### config.mk
export PLATFORM = sky130hd
export DESIGN_NAME = uart_rx_frame
export DESIGN_NICKNAME = d
export VERILOG_FILES = /design/src/rtl/uart_rx_frame.sv
export SDC_FILE = /design/constraint.sdc
export NUM_CORES = 1
export LEC_CHECK = 0
export CAP_MARGIN = 20
export CORE_AREA = 2 2 81 83
export CTS_CLUSTER_SIZE = 12
export DETAILED_ROUTE_END_ITERATION = 8
export DIE_AREA = 0 0 83 85
export PLACE_DENSITY = 0.64
export SYNTH_ARGS = -nofsm -noshare
export SYNTH_HDL_FRONTEND = slang
export SYNTH_SLANG_ARGS = --single-unit
### constraint.sdc
create_clock -name CLK -period 3.99 [get_ports CLK]
set_input_delay 0.9975 -clock CLK [delete_from_list [all_inputs] [get_ports CLK]]
set_output_delay 0.9975 -clock CLK [all_outputs]
set_load 0.01 [all_outputs]
### src/rtl/uart_rx_frame.sv
// Oversampling UART receiver: deframes RX_IN into bytes using 3-sample majority voting,
// optional even/odd parity, and start-glitch rejection. Strobes appear one cycle after the frame ends.
module uart_rx_frame #(
    parameter int DATA_WIDTH     = 8,
    parameter int PRESCALE_WIDTH = 6
) (
    input  logic                      CLK,
    input  logic                      RST,
    input  logic                      RX_IN,
    input  logic                      PAR_EN,
    input  logic                      PAR_TYP,
    input  logic [PRESCALE_WIDTH-1:0] PRESCALE,
    output logic [DATA_WIDTH-1:0]     P_DATA,
    output logic                      DATA_VALID,
    output logic                      PAR_ERR,
    output logic                      STP_ERR
);

    localparam int BIT_CNT_WIDTH = $clog2(DATA_WIDTH + 1);
    localparam logic [BIT_CNT_WIDTH-1:0]  LAST_BIT = BIT_CNT_WIDTH'(DATA_WIDTH - 1);
    localparam logic [BIT_CNT_WIDTH-1:0]  BIT_ONE  = BIT_CNT_WIDTH'(1);
    localparam logic [PRESCALE_WIDTH-1:0] ONE      = PRESCALE_WIDTH'(1);

    typedef enum logic [2:0] {IDLE, START, DATA, PARITY, STOP} state_t;
    state_t state, next_state;

    logic [PRESCALE_WIDTH-1:0] presc, presc_sel, half, edge_cnt;
    logic [BIT_CNT_WIDTH-1:0]  bit_cnt;
    logic [DATA_WIDTH-1:0]     shift_reg;
    logic                      par_en, par_typ, sample_a, sample_b, par_mis, stop_bit;
    logic                      start_det, at_last, at_vote, vote;
    logic                      frame_done, valid_nxt, par_err_nxt, stp_err_nxt;

    // Anything other than 16 or 32 runs at 8x oversampling.
    always_comb begin
        presc_sel = PRESCALE_WIDTH'(8);
        if (PRESCALE == PRESCALE_WIDTH'(16) || PRESCALE == PRESCALE_WIDTH'(32))
            presc_sel = PRESCALE;
    end

    assign half      = presc >> 1;
    assign start_det = (state == IDLE) && !RX_IN;
    assign at_last   = (state != IDLE) && (edge_cnt == presc - ONE);
    assign at_vote   = (state != IDLE) && (edge_cnt == half + ONE);
    assign vote      = (sample_a & sample_b) | (sample_a & RX_IN) | (sample_b & RX_IN);

    always_ff @(posedge CLK) begin
        if (RST)
            state <= IDLE;
        else
            state <= next_state;
    end

    always_comb begin
        next_state = state;
        case (state)
            IDLE:    if (!RX_IN) next_state = START;
            START: begin
                if (at_vote && vote)
                    next_state = IDLE;
                else if (at_last)
                    next_state = DATA;
            end
            DATA:    if (at_last && bit_cnt == LAST_BIT) next_state = par_en ? PARITY : STOP;
            PARITY:  if (at_last) next_state = STOP;
            STOP:    if (at_last) next_state = IDLE;
            default: next_state = IDLE;
        endcase
    end

    always_comb begin
        frame_done  = (state == STOP) && at_last;
        par_err_nxt = frame_done && par_mis;
        stp_err_nxt = frame_done && !stop_bit;
        valid_nxt   = frame_done && !par_mis && stop_bit;
    end

    // The start-detect cycle is edge 0 of the start bit, so counting resumes at 1.
    always_ff @(posedge CLK) begin
        if (RST) begin
            P_DATA     <= '0;
            DATA_VALID <= 1'b0;
            PAR_ERR    <= 1'b0;
            STP_ERR    <= 1'b0;
            presc      <= '0;
            edge_cnt   <= '0;
            bit_cnt    <= '0;
            shift_reg  <= '0;
            par_en     <= 1'b0;
            par_typ    <= 1'b0;
            sample_a   <= 1'b0;
            sample_b   <= 1'b0;
            par_mis    <= 1'b0;
            stop_bit   <= 1'b0;
        end else begin
            DATA_VALID <= valid_nxt;
            PAR_ERR    <= par_err_nxt;
            STP_ERR    <= stp_err_nxt;
            if (valid_nxt)
                P_DATA <= shift_reg;
            if (start_det) begin
                presc    <= presc_sel;
                par_en   <= PAR_EN;
                par_typ  <= PAR_TYP;
                edge_cnt <= ONE;
                bit_cnt  <= '0;
                par_mis  <= 1'b0;
                stop_bit <= 1'b0;
            end else if (state != IDLE) begin
                edge_cnt <= (at_last || next_state == IDLE) ? '0 : edge_cnt + ONE;
                if (edge_cnt == half - ONE)
                    sample_a <= RX_IN;
                if (edge_cnt == half)
                    sample_b <= RX_IN;
                if (at_vote) begin
                    case (state)
                        DATA:    shift_reg <= {vote, shift_reg[DATA_WIDTH-1:1]};
                        PARITY:  par_mis   <= (vote != ((^shift_reg) ^ par_typ));
                        STOP:    stop_bit  <= vote;
                        default: ;
                    endcase
                end
                if (state == DATA && at_last)
                    bit_cnt <= (bit_cnt == LAST_BIT) ? '0 : bit_cnt + BIT_ONE;
            end
        end
    end

endmodule

=== After elaboration in Yosys (flattened, before gate mapping) ===
Cells that the tools add are included.

* Add/subtract/negate cells: 5
* Equality and inequality tests: 12
* Multiplexer cells: 13
* Bitwise gates (word level): 7
* Reduce and logical (&&, ||, !) cells: 28

{| class="wikitable"
|+ Operator list
! cell !! count
|-
| 3-bit 2-to-1 mux || 7
|-
| 6-bit equality test || 3
|-
| 3-bit one-hot mux with 5 select lines || 1
|-
| 6-bit 2-to-1 mux || 2
|-
| 3-bit AND reduction || 4
|-
| 1-bit logical AND || 11
|-
| 8-bit parity || 1
|-
| 5-bit by 1-bit adder with 6-bit output, second input constant || 1
|-
| 6-bit by 1-bit adder with 6-bit output, second input constant || 1
|-
| 3-bit by 2-bit equality test with 1-bit output, second input constant || 2
|-
| 6-bit by 5-bit equality test with 1-bit output || 1
|-
| 6-bit by 5-bit equality test with 1-bit output, second input constant || 1
|-
| 6-bit equality test, second input constant || 1
|-
| 3-bit logical NOT || 2
|-
| 5-bit by 1-bit subtractor with 6-bit output, second input constant || 1
|-
| 6-bit by 1-bit subtractor with 6-bit output, second input constant || 1
|-
| 4-bit by 1-bit adder with 4-bit output, second input constant || 1
|-
| 4-bit by 3-bit equality test with 1-bit output, second input constant || 1
|-
| 4-bit 2-to-1 mux || 1
|-
| 4-bit AND reduction || 1
|-
| 1-bit AND || 3
|-
| 3-bit by 1-bit equality test with 1-bit output, second input constant || 1
|-
| 3-bit equality test, second input constant || 1
|-
| 1-bit logical NOT || 3
|-
| 10 further kinds || 13
|}

* Flip-flop bits (word level): 44
* Input port bits: 11
* Word-level logic and storage cells: 81

=== Depth between registers and ports, before layout ===
Gate-level depths: netlist (run 1).

* Word-level depth: 11
* Depth in mapped cells: 11

=== Worst setup path after synthesis (run 1) ===
OpenSTA, ideal clock, no wires.

* Path kind: flip-flop to flip-flop
* Start point: reg presc[2]
* End point: reg edge_cnt[4]
* Arrival time: 2.264 ns
* Data required time: 3.854 ns
* Slack: 1.590 ns
* Stages on the path, launching flop included: 11
* Path buffers: 1
* Period minus slack after synthesis: 2.400 ns
* Cells stage by stage: dfxtp_1 clkbuf_1 inv_1 ha_1 xnor2_1 nand3_1 nor4b_2 nand3_1 o221a_1 nor3_2 a211oi_1

* Longest elaborated chain between the ends: 9

{| class="wikitable"
|+ RTL lines
! item !! RTL line !! source
|-
| start, declared || 27 || <nowiki>logic [PRESCALE_WIDTH-1:0] presc, presc_sel, half, edge_cnt;</nowiki>
|-
| start signal, assigned || 102 || <nowiki>presc <= presc_sel;</nowiki>
|-
| 6-bit by 1-bit subtractor with 6-bit output / 5-bit by 1-bit adder with 6-bit output (equally long branches) || 43, 44 ||
|-
| 6-bit equality test, on equally long branches || 43, 44 ||
|-
| 1-bit logical AND, on equally long branches || 43, 44 ||
|-
| 3-bit 2-to-1 mux, or another cell as far along || 61 || <nowiki>else if (at_last)</nowiki>
|-
| 3-bit 2-to-1 mux, on equally long branches || 59, 64 ||
|-
| 3-bit one-hot mux with 5 select lines || 56 || <nowiki>case (state)</nowiki>
|-
| 3-bit logical NOT || 110 || <nowiki>edge_cnt <= (at_last || next_state == IDLE) ? '0 : edge_cnt + ONE;</nowiki>
|-
| 1-bit logical OR * || 110 ||
|-
| 6-bit 2-to-1 mux * || 110 ||
|-
| end signal, assigned || 110 ||
|-
| end, declared || 27 ||
|}

Every way passes the cells marked *; elsewhere a longest branch is shown, timed or not.
A chain may end at the register's enable or synchronous reset.

=== Worst setup path after layout (run 1) ===
* Start point: in RX_IN
* End point: reg edge_cnt[3]

* Longest elaborated chain between the ends: 9

{| class="wikitable"
|+ RTL lines
! item !! RTL line !! source
|-
| start, declared || 9 || <nowiki>input logic RX_IN,</nowiki>
|-
| 1-bit AND || 45 || <nowiki>assign vote = (sample_a & sample_b) | (sample_a & RX_IN) | (sample_b & RX_IN);</nowiki>
|-
| 1-bit OR (2 in a row) || 45 ||
|-
| 1-bit logical AND || 59 || <nowiki>if (at_vote && vote)</nowiki>
|-
| 3-bit 2-to-1 mux || 59 ||
|-
| 3-bit one-hot mux with 5 select lines || 56 ||
|-
| 3-bit logical NOT || 110 ||
|-
| 1-bit logical OR || 110 ||
|-
| 6-bit 2-to-1 mux || 110 ||
|}

Parallel ways exist; a longest one is shown, timed or not.

==> impl_results.md, run 1 <==
* GRT Residual Overflow at 0
* Worst-Skew Late Latency at 0.29 ns
* Number of H-tree levels at 2
* Pleak at 1.13 nW
* Leading cell type in the layout, fill and taps excluded: dfxtp_1
* CTS tree: done
* Status: finished, final reports clean
* IO Pins at 22
* Most frequent cells in the layout: 44 x dfxtp_1, 39 x nor2_1, 21 x mux2i_1, 21 x clkdlybuf4s50_1, 17 x xnor2_1
* Util after Layout at 44.1%
* Die Ht at 85 um
* GRT Overall Usage at 14.1%
* Fin. Hold Viols at 0
* Antenna viol nets, final at 0
* Avg Inst Size Synth at 8.76 um^2
* # rows at 29
* First-pass GRT wire length at 8.15 mm
* Critical path's top delay family: simple AND/OR/NAND/NOR gates
* Fin Clk Skew at 0.0112 ns
* Worst path max stage delay at 0.58 ns
* Power Density at 324 mW/mm^2
* Synth area leaders: dfxtp_1 37%, mux2i_1 8.8%, xnor2_1 6.2%, nor2_1 6.1%, xor2_1 5.1%
* Sequential element share of the synthesized area at 36.8%
* Number of synthesized register bits at 44
* N_diodes at 0
* Mapped Area at 0.00239 mm^2
* FILL cells at 620
* Maximum vdd drop at 0.165 mV
* FF/Latch Area at 881 um^2
* Routed vias at 1886
* Worst Setup Start Kind: primary input
* FFs w/ async S/R, synth at 0%
* Share of layout cells above drive strength 1 at 6.62%
* Sw power at 0.204 mW
* Post-cts sizing count at 0
* RSZ-0062 raised after global routing: no
* Clock buffer depth at 2
* Synthesis Warnings at 0
* Combinational power share at 8.0%
* Die Area at 0.00706 mm^2
* Share of the synthesized area in the top cell type at 36.8%
* Layout overhead on the synthesized area at 14.3%
* Fmax achieved at 371 MHz
* Fin nets at 303
* Worst Path Required at 4.19 ns
* Final HPWL DP at 3.48 mm
* Fin. max-slew vios at 0
* DRC at 0
* Post-CTS Setup Bufs at 0
* Yosys cell types at 49
* Starting Density at 38.5%
* Clk network pwr share at 40.4%
* Fin crit period at 2.69 ns
* Antenna violations before repair at 0
* Max-cap violations at 0
* CP bufs+invs at 1
* Hold WC Path Type: reg2reg
* Multi-input gate area at 0.00139 mm^2
* P_int at 0.682 mW
* Clk sinks at 44
* Drt wl/cell at 13.1 um
* Core region area at 0.00620 mm^2
* Pin count of the biggest net entering global routing at 17
* DR iter-0 viols at 137
* Worst EP arrival at 2.90 ns
* Synth area leader: dfxtp_1
* Sw Share at 23.0%
* Hold Buf Count CTS at 0
* Post-synth EDFFs at 0
* Final worst path period share at 67.5%
* Pre-antenna DRT Iters at 5
* Syn_nets at 290
* # port buffers at 21
* Vias in the first global route at 1788
* Reg clk slew, reported paths at 0.09 ns
* Setup CP Type: in2reg
* Post-Synthesis Cells at 273
* Worst path cell trace: clkdlybuf4s50_1 -> maj3_1 -> nand3_1 -> nor4b_1 -> nor3_2 -> o31ai_1
* WL final at 4.76 mm
* Worst Path Max Fanout at 11
* Prevailing post-synth register cell: dfxtp_1
* Relative max-transition margin at 43.2%
* Clk root buf: clkbuf_8
* Via density at 5.18
* Die W at 83 um
* Slew @ Worst Pin at 0.845 ns
* RePlAce Congestion at 0.828
* Crit-path slowest cell: clkdlybuf4s50_1
* Endpoints failing setup at 0
* Reg power frac at 51.6%
* Clock buffer count from CTS at 5
* Setup TNS at 0 ns
* Crit end category: register
==> layer usage <==
layer / wire length (um) / GRT usage [%] / up-vias
met5: 0 / 0 / -
met4: 34 / 5.66 / 0
met3: 137 / 3.02 / 2
met2: 2280 / 23.2 / 33
met1: 2310 / 18.0 / 875
li1: - / - / 976
==> synth_stat cells (all sizes together) (5+ instances only) <==
library cell and n:
dfxtp 44, inv 7, ha 6, clkbuf 8, nand3 14, o31ai 5, mux2i 21, buf 8
a21oi 8, nand4 5, xor2 14, nor3 8, o21ai 12, nand2 16, nor2 39, a211oi 6
xnor2 17
==> path summary, 6_finish.rpt <==
kind	start	slack (ns)	end	cells after the start
hold reg to reg	par_mis	0.45	DATA_VALID	1
setup reg to reg	presc[1]	1.33	edge_cnt[5]	9
setup / recovery	RX_IN	1.30	edge_cnt[3]	6
hold / removal	par_mis	0.45	DATA_VALID	1
==> per-stage QoR <==
| step | instances | worst slack, ns | power (mW) | area, um^2 | hold WS (ns) |
|---|---|---|---|---|---|
| floorplan | 273 | 1.59 | 0.515 | 2390 | 0.398 |
| global placement | 356 | 1.01 | 0.537 | 2610 | 0.429 |
| detailed placement | 356 | 1.00 | 0.538 | 2610 | 0.443 |
| CTS | 364 | 1.30 | 0.899 | 2730 | 0.451 |
| global route | 364 | 1.10 | 0.926 | 2730 | 0.471 |
| finish | 364 | 1.30 | 0.885 | 2730 | 0.445 |
==> worst register-to-register path, cell delays in order (launching register included) <==
cell	delay, ns
dfxtp_1	0.46
inv_1	0.14
ha_1	0.22
and2_4	0.17
o21a_1	0.19
o31ai_2	0.20
and4_1	0.44
o21ai_0	0.20
nor3_2	0.39
a211oi_1	0.13
==> final cells by class <==
cell class	count	area share, %
inverter	7	0.961
multi-input combinational	206	50.9
sequential	44	32.2
timing repair buffer	22	7.96
clock buffer	6	3.02
clock inverter	2	1.42
tap	77	3.52
==> power groups by stage <==
stage          logic, mW  clock network [mW]  registers, mW
3_5_place_dp      0.0712                   0          0.467
2_1_floorplan     0.0552                   0          0.460
6_report          0.0709               0.358          0.456
4_1_cts           0.0714               0.372          0.456
5_1_grt           0.0797               0.388          0.458
3_3_place_gp      0.0702                   0          0.467
==> logic make-up after synthesis <==
group                    after synthesis  synth area share [%]
AND/OR/NAND/NOR                      108                  23.6
buffers and inverters                 23                  4.97
flip-flops                            44                  36.8
XOR/XNOR                              31                  11.4
adder cells (fa/ha/maj)                7                  3.56
AO/OA/AOI/OAI                         38                  10.4
multiplexers                          22                  9.26
Note: power is estimated with default switching activity, not from simulation.
==> inputs of run 2 (changes only) <==
PLACE_DENSITY = 0.66   (was 0.64)
clock period = 2.2 ns   (was 3.99 ns; I/O delays follow)
==> run 2 against run 1 <==
  * The run now ends with negative setup slack left
  * Worst setup slack got worse by 1.3 ns
  * Core utilization up 7.2 points
  * Critical path depth rose by 5
  * Critical path type is now reg2reg
  * Largest power group unchanged
==> impl_results.md, run 2 (same netlist as run 1, synthesis figures left out) <==
* Status: complete, but fails checks
* Failing checks: negative setup slack
* FILL cells at 555 (-10%)
* Number of H-tree levels at 2 (unchanged)
* RR Endpoint: state[1]
* Crit end category: register
* Fmax achieved at 449 MHz
* Routed vias at 2065 (+9.5%)
* Worst EP arrival at 2.40 ns (-0.50 ns)
* Hold Path Stages at 1 (unchanged)
* Origin of the critical flop-to-flop path: presc[1]
* Worst-Skew Late Latency at 0.29 ns (about the same)
* Share of layout cells above drive strength 1 at 24.9% (+18 points)
* Die Area at 0.00706 mm^2 (unchanged)
* Min-Delay Startpoint: par_mis
* Setup ws final at -0.0286 ns (-1.32 ns)
* Setup CP Type: reg2reg
* RePlAce Congestion at 0.844 (+1.9%)
* Pre-antenna DRT Iters at 4 (-1)
* Pin count of the biggest net entering global routing at 24 (+7)
* WL final at 5.46 mm (+15%)
* Reg clk slew, reported paths at 0.09 ns (about the same)
* Total power at 1.65 mW (+86%)
* Fin nets at 341 (+13%)
* Die Ht at 85 um (unchanged)
* RSZ-0062 raised after global routing: yes
* Worst Setup Start Kind: register
* Clock buffer count from CTS at 5 (unchanged)
* Fin crit period at 2.23 ns
* Layout overhead on the synthesized area at 32.9%
* DR iter-0 viols at 133 (-2.9%)
* # rows at 29 (unchanged)
* WHS Endpoint: DATA_VALID
* Pleak at 1.34 nW (+18%)
* GRT Overall Usage at 15.8% (+1.7 points)
* Leading cell type in the layout, fill and taps excluded: dfxtp_1
* First-pass GRT wire length at 9.23 mm (+13%)
* N_diodes at 0 (unchanged)
* Maximum vdd drop at 0.507 mV (+210%)
* Worst Path Required at 2.37 ns (-1.82 ns)
* Via density at 5.14 (-0.86%)
* Clk sinks at 44 (unchanged)
* Worst Path Max Fanout at 3 (-8)
* Core region area at 0.00620 mm^2 (unchanged)
* Max-cap violations at 0 (unchanged)
* Power Density at 518 mW/mm^2 (+60%)
* Starting Density at 38.5% (unchanged)
* Vias in the first global route at 2013 (+13%)
* Cells on worst reg2reg path at 11 (+2)
* GRT Residual Overflow at 0 (unchanged)
* R2R setup slack at -0.03 ns (-1.36 ns)
* Most frequent cells in the layout: 41 x dfxtp_1, 39 x nor2_1, 36 x buf_4
* Drt wl/cell at 13.6 um (+3.9%)
* Endpoints failing setup at 5 (+5)
* Util after Layout at 51.2% (+7.2 points)
* # port buffers at 21 (unchanged)
* Hold WC Path Type: reg2reg
* Slew @ Worst Pin at 0.365 ns (-0.480 ns)
* Clock buffer depth at 2 (unchanged)
* Relative max-transition margin at 75.5% (+32 points)
* Die W at 83 um (unchanged)
* Final instance area at 0.00318 mm^2 (+16%)
* Fin Clk Skew at 0.00703 ns (-0.00414 ns)
* Fin. max-slew vios at 0 (unchanged)
* Final HPWL DP at 3.94 mm (+13%)
* Placed cell areas at 0.00288 mm^2 (+10%)
* IO Pins at 22 (unchanged)
* Antenna violations before repair at 0 (unchanged)
* DRC at 0 (unchanged)
* Final worst path period share at 101%
* Clk root buf: clkbuf_8
* Antenna viol nets, final at 0 (unchanged)
* CTS tree: done
* Fin. Hold Viols at 0 (unchanged)
[run 2: critical path, cell delays in order, from the launching register on]
cell and delay, ns:
dfxtp_4 0.37, ha_2 0.19, nor2b_1 0.14, or4_1 0.52
nand3_2 0.10, nand3_2 0.10, buf_4 0.15, buf_4 0.13
buf_4 0.12, buf_4 0.12, nand4b_1 0.09, a211oi_1 0.07
[run 2: worst max-delay path by stage]
stage	startpoint	end	slack [ns]	cells past startpoint
5_1_grt	presc[1]	edge_cnt[1]	-0.13	8
4_1_cts	presc[1]	edge_cnt[1]	-0.01	8
3_3_place_gp	presc[1]	edge_cnt[4]	-0.06	9
2_1_floorplan	presc[2]	edge_cnt[4]	-0.008	10
3_5_place_dp	presc[1]	edge_cnt[5]	-0.11	9
6_report	presc[1]	state[1]	-0.03	11
[run 2: power breakdown]
part | leakage (nW) | total (mW) | internal [mW] | switching [mW]
sequential | 0.358 | 0.818 | 0.805 | 0.0122
combinational | 0.928 | 0.187 | 0.0905 | 0.0967
clock | 0.0548 | 0.641 | 0.342 | 0.299
total | 1.34 | 1.65 | 1.24 | 0.408
[run 2: layout make-up]
| class | instances | area (um^2) | share of cell area, % |
|---|---|---|---|
| clock inverters | 3 | 46.3 | 1.46 |
| flip-flops and latches | 44 | 887 | 27.9 |
| well taps | 77 | 96.3 | 3.03 |
| multi-input cells | 206 | 1530 | 48.1 |
| repair buffers | 60 | 523 | 16.5 |
| inverters | 7 | 28.8 | 0.906 |
| clock buffers | 5 | 68.8 | 2.17 |
[run 2: layer usage]
| layer | global-route usage [%] | up-vias | share of wire (%) |
|---|---|---|---|
| met2 | 26.6 | 53 | 47 |
| met5 | 0 | - | 0 |
| li1 | - | 1055 | - |
| met4 | 4.77 | 0 | 0.93 |
| met3 | 2.92 | 4 | 4.9 |
| met1 | 20.6 | 953 | 47 |
[run 2: what timing repair did]
| action | in CTS | in global routing |
|---|---|---|
| resized for setup | 17 | 13 |
| pin swaps | 14 | 3 |
| setup endpoints to repair | 7 | 27 |
| hold buffers | 0 | 0 |
| buffers inserted | 5 | 1 |
[run 2: through the flow]
step           hold slack, ns  cells  worst slack [ns]  TNS (ns)
2_1_floorplan           0.398    273          -0.00813   -0.0163
3_3_place_gp            0.408    388           -0.0630    -0.326
3_5_place_dp            0.410    388            -0.113    -0.706
4_1_cts                 0.423    401           -0.0149   -0.0303
5_1_grt                 0.440    402            -0.125     -1.10
6_report                0.425    402           -0.0286   -0.0735
